<file path="src/rtl/range_check_arbiter.sv">
// range_check_arbiter: sequences the allocated-range buffer. Allocation
// records are queued in a small FIFO and drained one per cycle into the
// buffer. NUM_REQ checkers share the buffer's single lookup port through a
// round-robin arbiter. A write-streak limit keeps lookups from starving.
`timescale 1ns/1ps

module range_check_arbiter #(
  parameter int NUM_REQ        = 2,
  parameter int REC_FIFO_DEPTH = 4,
  parameter int STARVE_LIMIT   = 4
) (
  input  logic                    clk_i,
  input  logic                    rst_ni,
  input  logic                    flush_i,
  input  logic                    hold_i,
  input  logic                    rec_valid_i,
  output logic                    rec_ready_o,
  input  logic [31:0]             rec_first_i,
  input  logic [31:0]             rec_last_i,
  input  logic [NUM_REQ-1:0]      chk_valid_i,
  output logic [NUM_REQ-1:0]      chk_ready_o,
  input  logic [32*NUM_REQ-1:0]   chk_addr_i,
  output logic [NUM_REQ-1:0]      rsp_valid_o,
  output logic                    rsp_hit_o,
  output logic [15:0]             miss_cnt_o,
  output logic                    buf_en_write_o,
  output logic [31:0]             buf_addr_first_o,
  output logic [31:0]             buf_addr_last_o,
  output logic                    buf_find_o,
  output logic [31:0]             buf_find_addr_o,
  input  logic                    buf_addr_in_range_i
);

  localparam int PTR_W = (NUM_REQ > 1) ? $clog2(NUM_REQ) : 1;
  localparam int AW    = $clog2(REC_FIFO_DEPTH);
  localparam int SW    = $clog2(STARVE_LIMIT + 1);
  localparam logic [SW-1:0]  STARVE_MAX = SW'(STARVE_LIMIT);
  localparam logic [PTR_W:0] NUM_REQ_W  = (PTR_W + 1)'(NUM_REQ);

  // The operation performed in the current cycle.
  typedef enum logic [1:0] {ST_IDLE, ST_DRAIN, ST_CHECK} state_e;

  state_e                 w_state;
  state_e                 r_state;
  logic                   r_alive;
  logic [31:0]            r_mem_first [REC_FIFO_DEPTH];
  logic [31:0]            r_mem_last  [REC_FIFO_DEPTH];
  logic [AW:0]            r_wr_ptr;
  logic [AW:0]            r_rd_ptr;
  logic [PTR_W-1:0]       r_rr;
  logic [SW-1:0]          r_starve;
  logic [NUM_REQ-1:0]     r_grant;
  logic                   r_hit;
  logic [15:0]            r_miss;

  logic                   w_empty;
  logic                   w_full;
  logic                   w_push;
  logic                   w_any_req;
  logic [2*NUM_REQ-1:0]   w_req_dbl;
  logic [NUM_REQ-1:0]     w_req_rot;
  logic [PTR_W-1:0]       w_ofs;
  logic [PTR_W:0]         w_sum;
  logic [PTR_W-1:0]       w_gnt;
  logic [PTR_W:0]         w_rr_nxt;

  // Extra pointer bit distinguishes full from empty when the indices match.
  assign w_empty   = (r_wr_ptr == r_rd_ptr);
  assign w_full    = (r_wr_ptr[AW] != r_rd_ptr[AW]) &&
                     (r_wr_ptr[AW-1:0] == r_rd_ptr[AW-1:0]);
  assign w_push    = rec_valid_i & rec_ready_o;
  assign w_any_req = |chk_valid_i;
  assign w_req_dbl = {chk_valid_i, chk_valid_i};
  assign w_req_rot = NUM_REQ'(w_req_dbl >> r_rr);

  // Round-robin pick: rotate requests so rr_ptr sits at bit 0, take the
  // lowest set bit, then rotate the offset back to a requester index.
  // NOTE: every variable gets a default at the top of an always_comb so no
  // path leaves it unassigned; otherwise a latch would be inferred.
  always_comb begin
    w_ofs = '0;
    for (int k = NUM_REQ - 1; k >= 0; k--) begin
      if (w_req_rot[k]) w_ofs = PTR_W'(k);
    end
    w_sum = {1'b0, r_rr} + {1'b0, w_ofs};
    if (w_sum >= NUM_REQ_W) w_sum = w_sum - NUM_REQ_W;
    w_gnt    = w_sum[PTR_W-1:0];
    w_rr_nxt = {1'b0, w_gnt} + (PTR_W + 1)'(1);
    if (w_rr_nxt >= NUM_REQ_W) w_rr_nxt = '0;
  end

  // FSM state register: remembers last cycle's operation for the response.
  // NOTE: clocked state uses non-blocking assignments so every flop samples
  // pre-edge values regardless of process ordering.
  always_ff @(posedge clk_i or negedge rst_ni) begin
    if (!rst_ni) r_state <= ST_IDLE;
    else         r_state <= w_state;
  end

  // FSM next-state: pick this cycle's single operation by priority.
  always_comb begin
    w_state = ST_IDLE;
    if (!r_alive || flush_i || hold_i) begin
      w_state = ST_IDLE;
    end else if (!w_empty && (!w_any_req || (r_starve < STARVE_MAX))) begin
      w_state = ST_DRAIN;
    end else if (w_any_req) begin
      w_state = ST_CHECK;
    end
  end

  // FSM outputs: buffer write/lookup strobes, grant, registered response.
  always_comb begin
    rec_ready_o      = r_alive & ~w_full;
    buf_en_write_o   = (w_state == ST_DRAIN);
    buf_addr_first_o = '0;
    buf_addr_last_o  = '0;
    if (w_state == ST_DRAIN) begin
      buf_addr_first_o = r_mem_first[r_rd_ptr[AW-1:0]];
      buf_addr_last_o  = r_mem_last[r_rd_ptr[AW-1:0]];
    end
    chk_ready_o     = '0;
    buf_find_o      = 1'b0;
    buf_find_addr_o = '0;
    if (w_state == ST_CHECK) begin
      buf_find_o = 1'b1;
      for (int i = 0; i < NUM_REQ; i++) begin
        if (w_gnt == PTR_W'(i)) begin
          chk_ready_o[i]  = 1'b1;
          buf_find_addr_o = chk_addr_i[32*i +: 32];
        end
      end
    end
    rsp_valid_o = (r_state == ST_CHECK) ? r_grant : '0;
    rsp_hit_o   = (r_state == ST_CHECK) & r_hit;
    miss_cnt_o  = r_miss;
  end

  // Holds rec_ready_o low until the first clock edge after reset release.
  always_ff @(posedge clk_i or negedge rst_ni) begin
    if (!rst_ni) r_alive <= 1'b0;
    else         r_alive <= 1'b1;
  end

  // FIFO pointers; flush drops all queued entries but keeps a same-cycle push.
  always_ff @(posedge clk_i or negedge rst_ni) begin
    if (!rst_ni) begin
      r_wr_ptr <= '0;
      r_rd_ptr <= '0;
    end else begin
      if (w_push) r_wr_ptr <= r_wr_ptr + (AW + 1)'(1);
      if (flush_i)                    r_rd_ptr <= r_wr_ptr;
      else if (w_state == ST_DRAIN)   r_rd_ptr <= r_rd_ptr + (AW + 1)'(1);
    end
  end

  // FIFO storage.
  // NOTE: the record array is deliberately not reset; the pointers define
  // which entries are valid, so clearing the data would only cost logic.
  always_ff @(posedge clk_i) begin
    if (w_push) begin
      r_mem_first[r_wr_ptr[AW-1:0]] <= rec_first_i;
      r_mem_last[r_wr_ptr[AW-1:0]]  <= rec_last_i;
    end
  end

  // Arbitration state: round-robin pointer and consecutive-write counter.
  always_ff @(posedge clk_i or negedge rst_ni) begin
    if (!rst_ni) begin
      r_rr     <= '0;
      r_starve <= '0;
    end else begin
      if (w_state == ST_CHECK) r_rr <= w_rr_nxt[PTR_W-1:0];
      if (flush_i || !w_any_req || (w_state == ST_CHECK)) begin
        r_starve <= '0;
      end else if ((w_state == ST_DRAIN) && (r_starve < STARVE_MAX)) begin
        r_starve <= r_starve + SW'(1);
      end
    end
  end

  // Response pipeline and saturating miss counter.
  always_ff @(posedge clk_i or negedge rst_ni) begin
    if (!rst_ni) begin
      r_grant <= '0;
      r_hit   <= 1'b0;
      r_miss  <= '0;
    end else begin
      r_grant <= chk_ready_o;
      r_hit   <= (w_state == ST_CHECK) & buf_addr_in_range_i;
      if ((w_state == ST_CHECK) && !buf_addr_in_range_i && (r_miss != 16'hFFFF))
        r_miss <= r_miss + 16'd1;
    end
  end

endmodule

</file>
<file path="config.mk">
export PLATFORM = sky130hd
export DESIGN_NAME = range_check_arbiter
export DESIGN_NICKNAME = d
export VERILOG_FILES = /design/src/rtl/range_check_arbiter.sv
export SDC_FILE = /design/constraint.sdc
export NUM_CORES = 1
export LEC_CHECK = 0
export BUFFER_PORTS_ARGS = -buffer_cell sky130_fd_sc_hd__buf_4
export CORE_MARGIN = 2
export CORE_UTILIZATION = 49
export CTS_CLUSTER_DIAMETER = 50
export DETAILED_ROUTE_END_ITERATION = 6
export GPL_ROUTABILITY_DRIVEN = 1
export PLACE_DENSITY_LB_ADDON = 0.12
export SYNTH_ARGS = -nofsm -noshare
export SYNTH_HDL_FRONTEND = slang
export SYNTH_SLANG_ARGS = --single-unit
</file>
<file path="constraint.sdc">
create_clock -name clk_i -period 3 [get_ports clk_i]
set_input_delay 0.15 -clock clk_i [delete_from_list [all_inputs] [get_ports clk_i]]
set_output_delay 0.15 -clock clk_i [all_outputs]
set_load 0.01 [all_outputs]
</file>
[After elaboration in Yosys (flattened, before gate mapping)]
Memories as Yosys holds them, arrays and structs flattened.
Cells that the tools add are included.
Operators by class
  add/sub/neg operators: 7
  $lt $le $gt $ge: 3
  equality and inequality tests: 7
  shift operators: 1
  mux-type cells: 22
  bitwise operators: 5
  reductions and logical operators: 17
Operators by type and width (number)
  $mux W32: 4
  $add A16 B1 Y16 const B: 1
  $ne A16 B16 Y1 const B: 1
  $mux W3: 4
  $mux W2: 5
  $add A3 B1 Y3 const B: 3
  $mux W1: 9
  $logic_and A1 B1 Y1: 5
  $logic_or A1 B1 Y1: 5
  $and A1 B1 Y1: 4
  $eq A2 B2 Y1 const B: 2
  $ge A2 B2 Y1 const B: 2
  $logic_not A1 Y1: 4
  $reduce_bool A2 Y1: 2
  $shr A4 B1 Y2: 1
  $eq A3 B3 Y1: 1
  $lt A3 B3 Y1 const B: 1
  $add A1 B1 Y2: 1
  $add A1 B1 Y2 const B: 1
  $eq A2 B1 Y1 const B: 1
  $eq A2 B2 Y1: 1
  $reduce_or A2 Y1: 1
  $ne A1 B1 Y1: 1
  $not A1 Y1: 1
  $sub A1 B1 Y1 const B: 1
Word-level totals
  register bits: 32
  memory bits (writable): 256
  input port bits: 136
  output and inout port bits: 120
  word-level logic and storage cells: 73
  memories: 2
Memory list
  r_mem_first: words 4, bits a word 32, rd ports 1, clocked after Yosys merged registers in 0, write ports 1, line 46  | logic [31:0] r_mem_first [REC_FIFO_DEPTH];
  r_mem_last: words 4, bits a word 32, rd ports 1, clocked after Yosys merged registers in 0, write ports 1, line 47  | logic [31:0] r_mem_last [REC_FIFO_DEPTH];

[Longest topological paths before layout]
Gate-level depths: netlist (run 1).
  depth in word-level cells: 10
  gate-level depth with buffers: 8

[Least setup slack after synthesis (run 1)]
No wires, ideal clock.
  path type: reg2reg
  start: register r_rd_ptr[2]
  end: memory r_mem_first[3][0], enable pin
  arrival time: 2668 ps
  setup slack: -98 ps
  stages on the path, launching flop included: 4
  period minus slack after synthesis: 3098 ps
  path through: dfrtp_1 xnor2_1 o21a_1 and3_1
Between the ends
  cells in the longest elaborated chain, start to end: 7
RTL lines
  from (decl): line 49  | logic [AW:0] r_rd_ptr;
  from (signal assigned): line 152  | if (flush_i) r_rd_ptr <= r_wr_ptr;
  from (signal assigned): line 153  | else if (w_state == ST_DRAIN) r_rd_ptr <= r_rd_ptr + (AW + 1)'(1);
  $ne A1 B1 Y1: line 69  | assign w_full = (r_wr_ptr[AW] != r_rd_ptr[AW]) &&
  $logic_and A1 B1 Y1: line 69
  $not A1 Y1: line 114  | rec_ready_o = r_alive & ~w_full;
  $and A1 B1 Y1: line 114
  named net rec_ready_o: line 17  | output logic rec_ready_o,
  $and A1 B1 Y1: line 71  | assign w_push = rec_valid_i & rec_ready_o;
  $mux W1: line 161  | if (w_push) begin
  $mux W1 (not written as such): line 162  | r_mem_first[r_wr_ptr[AW-1:0]] <= rec_first_i;
  to (decl): line 46
The timed path passes the listed nets, and every way through them passes these cells.

[Final worst setup path (run 1)]
  start: register r_rd_ptr[0]
  end: output buf_find_addr_o[15]
Between the ends
  cells in the longest elaborated chain, start to end: 7
RTL lines
  $eq A3 B3 Y1: line 68  | assign w_empty = (r_wr_ptr == r_rd_ptr);
  $logic_not A1 Y1: line 105  | end else if (!w_empty && (!w_any_req || (r_starve < STARVE_MAX))) begin
  $logic_and A1 B1 Y1: line 105
  $mux W2: line 105
  $mux W2: line 103  | if (!r_alive || flush_i || hold_i) begin
  $eq A2 B2 Y1: line 125  | if (w_state == ST_CHECK) begin
  $mux W32: line 125
  to (decl): line 30  | output logic [31:0] buf_find_addr_o,
Every way passes these cells.

==> impl_metrics.yaml, run 1 <==
drt:
  wl_met3_um: 1684
  m1WireLength_um: 9273
  drt_iter0_markers: 271
  highest_layer: "met4"
  ant_nets: 0
  vias: 6636
  post_drt_wl_per_cell_um: 20.17
  wirelength_um: 25520
  drc: 0
  wl_met2_um: 13850
  dr.pass1.iters: 4
  viasPerCell: 5.246
critical_path:
  critPathArrivalTime_ns: 2.68
  crit_slowest_cell: "dfrtp_4"
  regToRegSetupSlack_ns: 0.61
  crit_family: "flip-flops"
  cpPeakStageDelay_ns: 0.50
  critPathMaxFanout: 34
  critPathCaptureType: "output port"
  startpoint_type: "register"
  path_cells: "xnor2_2, a31oi_2, nor2_1, and3_1, buf_4, a22o_1, buf_4"
  cpMostUsedCell: "buf_4"
  path_class: "register to output port"
  cp.buffers_inverters: 2
  critPathRequiredTime_ns: 2.85
job:
  maxCapViolations: 0
sta:
  slew_headroom: 0.2889
  min_period_over_period: 0.9447
  tightest_slew_ns: 1.067
  setup_violations: 0
  skew_ns: 0.02375
  final.setup.tns_ns: 0
  drv_slew: 0
  fin_hold_ws_ns: 0.1012
  finalHoldViolCount: 0
  fmax_mhz: 352.9
  setup_slack_ns: 0.1660
  period_needed_ns: 2.834
  rsz0062_at_grt: "no"
global_routing:
  grt_pass1_wl_um: 37880
  overflow: 0
  grt_pass1_vias: 7008
  antenna_found_initial: 1
  grt_usage: 0.2027
  grt_max_degree: 67
final_layout:
  area_delta_synth_final_pct: 34.45
  fill_cells: 1587
  drive_gt1_frac: 0.4053
  fin_nets: 1063
synth:
  syn-num-nets: 732
  async_flop_share: 0.1111
  yosysSeqAreaShare: 0.7359
  synth_cell_types: 38
  synth_edf_count: 256
  synth_area_um2: 11530
  synth_top_flop_cell: "edfxtp_1"
  ys.warnings.count: 0
  syn_area_per_cell_um2: 19.58
  synth_seq_cells: 288
  netlist_instances: 589
place:
  io_buffers: 255
  place.gp.congestion: 0.7788
  dpl.hpwl_um: 15510
  place_ws_ns: 0.4658
cts:
  clock-sinks: 288
  cts_made_buffers: 31
  clk_latency_ns: 0.55
  path_clk_slew_ns: 0.06
  cts_setup_buffers: 0
  cts_tree: "built"
  cts-htree-levels: 1
  cts-root-buf: "clkbuf_16"
  clockBufferDepth: 3
floorplan:
  io_pins: 256
  rows: 56
  start_util: 0.4959
  die_w_um: 157.4
  fp.dieH_um: 157.4
  die_area_um2: 24780
  core-area_um2: 23260
outcome:
  outcome: "finished, final reports clean"
power:
  powerDensity_nw_per_um2: 738.4
  ir_drop_v: 0.0005557
  power.leakage_nw: 5.829
worst_hold_path:
  min_path_type: "primary input to asynchronous set/reset pin"
==> power by group <==
part	leakage, nW	internal (mW)	switching, mW
logic	2.59	1.38	1.29
clock network	0.494	2.23	1.49
registers	2.75	4.90	0.162
==> what timing repair did <==
action	4_1_cts	5_1_grt
setup endpoints to repair	12	32
hold buffers	68	0
resized for setup	2	2
endpoints found under the hold margin	296	0
gates cloned	0	0
==> cells in the mapped netlist, types with 7 or more instances <==
cell type / n / area (um2)
edfxtp_1: 256 / 7687
and2_1: 69 / 431.7
mux4_2: 64 / 1441
a22o_1: 32 / 280.3
dfrtp_1: 32 / 800.8
xnor2_1: 20 / 175.2
clkbuf_1: 12 / 45.04
nand2_1: 11 / 41.29
buf_2: 10 / 50.05
nor2_1: 10 / 37.54
and3_1: 8 / 50.05
nand3_1: 8 / 40.04
nand4_1: 8 / 50.05
ha_1: 7 / 87.58
==> layout make-up <==
type	instances	area, um2	area share
tap	319	399.1	0.02574
timing repair buffer	330	2664	0.1718
clock buffer	34	787.0	0.05075
sequential	288	8496	0.5478
antenna	1	2.502	0.0001614
inverter	3	11.26	0.0007261
clock inverter	24	220.2	0.01420
multi-input combinational	266	2929	0.1889
==> sequential cells by signal (all words and copies together) (netlist names) <==
register / cells
r_hit: 1
r_grant: 2
r_rd_ptr: 3
r_mem_first: 128
r_wr_ptr: 3
r_alive: 1
r_mem_last: 128
r_rr: 1
miss_cnt_o: 16
r_starve: 3
r_state: 2
==> metrics by stage <==
step / utilization / total power, mW / cell area, um2 / instances
floorplan: - / 6.846 / 11540 / 589
global placement: 0.5929 / 7.706 / 13790 / 1138
detailed placement: 0.5929 / 7.779 / 13790 / 1138
CTS: 0.6661 / 11.59 / 15490 / 1264
global route: 0.6667 / 11.96 / 15510 / 1265
finish: 0.6667 / 11.45 / 15510 / 1265
==> layer usage <==
layer / vias up / track usage
met2: 226 / 0.3793
met3: 41 / 0.04323
met1: 3341 / 0.2263
met5: - / 0
met4: 0 / 0.07532
li1: 3028 / -
==> path summary, 6_finish.rpt <==
| kind | depth (start not counted) | start | to |
|---|---|---|---|
| min in group clk_i | 3 | hold_i | r_state[1]$_DFF_PN0_ |
| worst min register to register | 1 | miss_cnt_o[15]$_DFFE_PN0P_ | miss_cnt_o[15]$_DFFE_PN0P_ |
| worst min-delay path | 2 | rst_ni | miss_cnt_o[15]$_DFFE_PN0P_ |
| max in group asynchronous | 2 | rst_ni | r_rd_ptr[0]$_DFFE_PN0P_ |
| worst max-delay path | 7 | r_rd_ptr[0]$_DFFE_PN0P_ | buf_find_addr_o[15] |
| worst max register to register | 4 | r_rd_ptr[0]$_DFFE_PN0P_ | r_mem_first[3][15]$_DFFE_PP_ |
==> placed cells by master (no fill, tap or decap), types with 3 or more instances in the layout <==
cell type / count
xnor2_1: 17
and3_4: 4
nor4_1: 4
bufinv_16: 4
and3_1: 4
clkbuf_16: 31
nand2_1: 11
nand3_1: 8
a22o_1: 32
inv_1: 3
clkinv_1: 12
dfrtp_1: 30
and2_1: 69
buf_4: 260
mux4_2: 64
xnor2_2: 3
clkinv_2: 4
inv_6: 3
xor2_1: 3
edfxtp_1: 256
nor2_1: 10
ha_1: 7
dlygate4sd3_1: 68
clkbuf_1: 3
nand4_1: 8
==> worst reg2reg max path, cell delays in order, from the launching register on <==
cell,delay [ns]
dfrtp_4,0.50
xnor2_2,0.20
nand2_1,0.10
o21a_1,0.25
and3_4,0.90
==> kinds of logic after synthesis <==
family,Yosys count,synth area share
AO/OA/AOI/OAI,41,0.03189
XOR/XNOR,23,0.01746
adder cells (fa/ha/maj),7,0.007593
buffers and inverters,35,0.01388
flip-flops,288,0.7359
multiplexers,67,0.1278
other,1,0.0003251
AND/OR/NAND/NOR,127,0.06519
Note: power is estimated with default switching activity, not from simulation.
==> inputs of run 2 (changes only) <==
--- a/config.mk
+++ b/config.mk
@@ -11,7 +11,7 @@
 export CTS_CLUSTER_DIAMETER = 50
 export DETAILED_ROUTE_END_ITERATION = 6
 export GPL_ROUTABILITY_DRIVEN = 1
-export PLACE_DENSITY_LB_ADDON = 0.12
+export PLACE_DENSITY = 0.76
 export SYNTH_ARGS = -nofsm -noshare
 export SYNTH_HDL_FRONTEND = slang
 export SYNTH_SLANG_ARGS = --single-unit
==> constraint.sdc (replaced) <==
create_clock -name clk_i -period 3 [get_ports clk_i]
set_input_delay 0.15 -clock clk_i [delete_from_list [all_inputs] [get_ports clk_i]]
set_output_delay 0.15 -clock clk_i [all_outputs]
set_load 0.005 [all_outputs]
==> run 2 against run 1 <==
Compared with the run above:
- non-clock buffer count grew 1
- cell count up 0.40%
- routed wire length rose by 5.6%
- total power down 2.9%
- design area is 0.44% lower
- core utilization fell by 0.29 points
- critical path depth stayed put
- via count is 1.7% higher
- worst setup slack better by 0.058 ns
- clock power decreased by 8.3%
- flip-flop and latch count unchanged
- sequential power about the same
- critical path type unchanged
==> impl_metrics.yaml, run 2 (synthesized netlist as in run 1, its figures left out) <==
floorplan:
  core-area_um2: 23260
  fp.dieH_um: 157.4
  rows: 56
  start_util: 0.4959
  die_w_um: 157.4
  die_area_um2: 24780
  io_pins: 256
sta:
  setup_violations: 0
  slew_headroom: 0.3068
  fmax_mhz: 360.3
  skew_ns: 0.01683
  drv_slew: 0
  min_period_over_period: 0.9252
  final.setup.tns_ns: 0
  rsz0062_at_grt: "no"
  finalHoldViolCount: 0
  tightest_slew_ns: 1.040
  period_needed_ns: 2.776
critical_path:
  crit_slowest_cell: "dfrtp_4"
  path_class: "register to output port"
  cp.buffers_inverters: 2
  cpPeakStageDelay_ns: 0.50
  startpoint_type: "register"
  r2r-end: "r_mem_first[1][16]$_DFFE_PP_"
  critPathArrivalTime_ns: 2.63
  crit_family: "flip-flops"
  cpMostUsedCell: "buf_4"
  critPathRequiredTime_ns: 2.85
  path_cells: "xnor2_2, a31oi_2, nor2_2, and3_1, buf_4, a22o_1, buf_4"
  critPathMaxFanout: 34
  critPathCaptureType: "output port"
  ff2ff_path_depth: 5
  worstReg2RegStart: "r_wr_ptr[1]$_DFFE_PN0P_"
  regToRegSetupSlack_ns: 0.58
cts:
  cts_made_buffers: 31
  clock-sinks: 288
  cts-htree-levels: 1
  path_clk_slew_ns: 0.06
  cts_setup_buffers: 0
  clockBufferDepth: 3
  cts-root-buf: "clkbuf_16"
  cts_tree: "built"
  clk_latency_ns: 0.55
final_layout:
  final_cell_mix: "buf_4 (261), edfxtp_1 (256), and2_1 (69)"
  stdcell_count: 1270
  fin_nets: 1064
  postLayoutCoreUtil: 0.6638
  drive_gt1_frac: 0.4049
  area_delta_synth_final_pct: 33.87
  final_common_cell: "buf_4"
  finalInstanceArea_um2: 15440
global_routing:
  antenna_found_initial: 5
  overflow: 0
  grt_pass1_wl_um: 39060
  grt_max_degree: 67
  grt_usage: 0.2109
  grt_pass1_vias: 6918
power:
  power.leakage_nw: 5.779
  powerDensity_nw_per_um2: 719.8
  ir_drop_v: 0.0006174
  p_total_mw: 11.11
drt:
  ant_nets: 0
  post_drt_wl_per_cell_um: 21.21
  wirelength_um: 26940
  viasPerCell: 5.312
  drc: 0
  dr.pass1.iters: 4
  vias: 6746
  drt_iter0_markers: 365
place:
  place_area_um2: 13810
  dpl.cell_count: 1139
  place.gp.congestion: 0.7673
  dpl.hpwl_um: 16260
  io_buffers: 255
outcome:
  outcome: "finished, final reports clean"
job:
  maxCapViolations: 0
worst_hold_path:
  min_path_type: "primary input to asynchronous set/reset pin"
run 2: changes by cell type in the layout (fill, tap and decap cells not counted):
cell / previous run / this run
bufinv_16: 4 / 0
clkbuf_1: 3 / 7
diode_2: 1 / 5
clkinv_1: 12 / 9
clkinv_4: 1 / 3
clkinvlp_4: 0 / 2
buf_12: 1 / 2
buf_4: 260 / 261
buf_6: 1 / 0
clkinv_2: 4 / 3
nor2_1: 10 / 9
nor2_2: 0 / 1
xnor2_1: 17 / 18
xnor2_2: 3 / 2
run 2: worst max path at each step:
| stage | from | end | slack, ns | cells past startpoint |
|---|---|---|---|---|
| after floorplan | r_rd_ptr[2]$_DFFE_PN0P_ | r_mem_first[3][0]$_DFFE_PP_ | 0.67 | 3 |
| after global placement | r_rd_ptr[2]$_DFFE_PN0P_ | r_mem_last[3][22]$_DFFE_PP_ | 0.56 | 3 |
| after detailed placement | r_rd_ptr[2]$_DFFE_PN0P_ | r_mem_last[0][25]$_DFFE_PP_ | 0.49 | 3 |
| after CTS | r_rd_ptr[2]$_DFFE_PN0P_ | buf_find_addr_o[10] | 0.05 | 7 |
| after global routing | r_rd_ptr[0]$_DFFE_PN0P_ | buf_find_addr_o[15] | 0.09 | 7 |
| final | r_rd_ptr[0]$_DFFE_PN0P_ | buf_find_addr_o[10] | 0.22 | 7 |
run 2: where the power goes:
part | internal, mW | total, mW | switching (mW) | leakage [nW]
Clock | 1.91 | 3.41 | 1.51 | 0.442
Combinational | 1.39 | 2.64 | 1.25 | 2.59
Sequential | 4.90 | 5.06 | 0.162 | 2.75
run 2: repair_timing:
action                                  in CTS  in global routing
gates resized for setup                      1                  2
endpoints found under the setup margin      32                 32
hold endpoints to repair                   303                  0
hold buffers                                68                  0
run 2: layout make-up:
| class | instances | area, um2 |
|---|---|---|
| well taps | 319 | 399.1 |
| multi-input cells | 266 | 2924 |
| flip-flops and latches | 288 | 8496 |
| fillers | 1582 | 7821 |
| inverters | 3 | 11.26 |
| diodes | 5 | 12.51 |
| clock inverters | 20 | 116.4 |
| repair buffers | 331 | 2680 |
| clock buffers | 38 | 802.0 |
run 2: layer usage:
layer | share of wire | up-vias | track usage
met2 | 0.54 | 249 | 0.3903
met1 | 0.36 | 3425 | 0.2368
met5 | 0 | - | 0
li1 | - | 3029 | -
met4 | 0.030 | 0 | 0.07706
met3 | 0.073 | 43 | 0.04956
run 2: metrics by stage:
stage          setup WS (ns)  hold WS (ns)
3_5_place_dp          0.4859        0.1189
6_report              0.2243       0.08465
3_3_place_gp          0.5605        0.1203
4_1_cts              0.05010       0.09186
2_1_floorplan         0.6667       -0.1456
5_1_grt              0.09031        0.1300
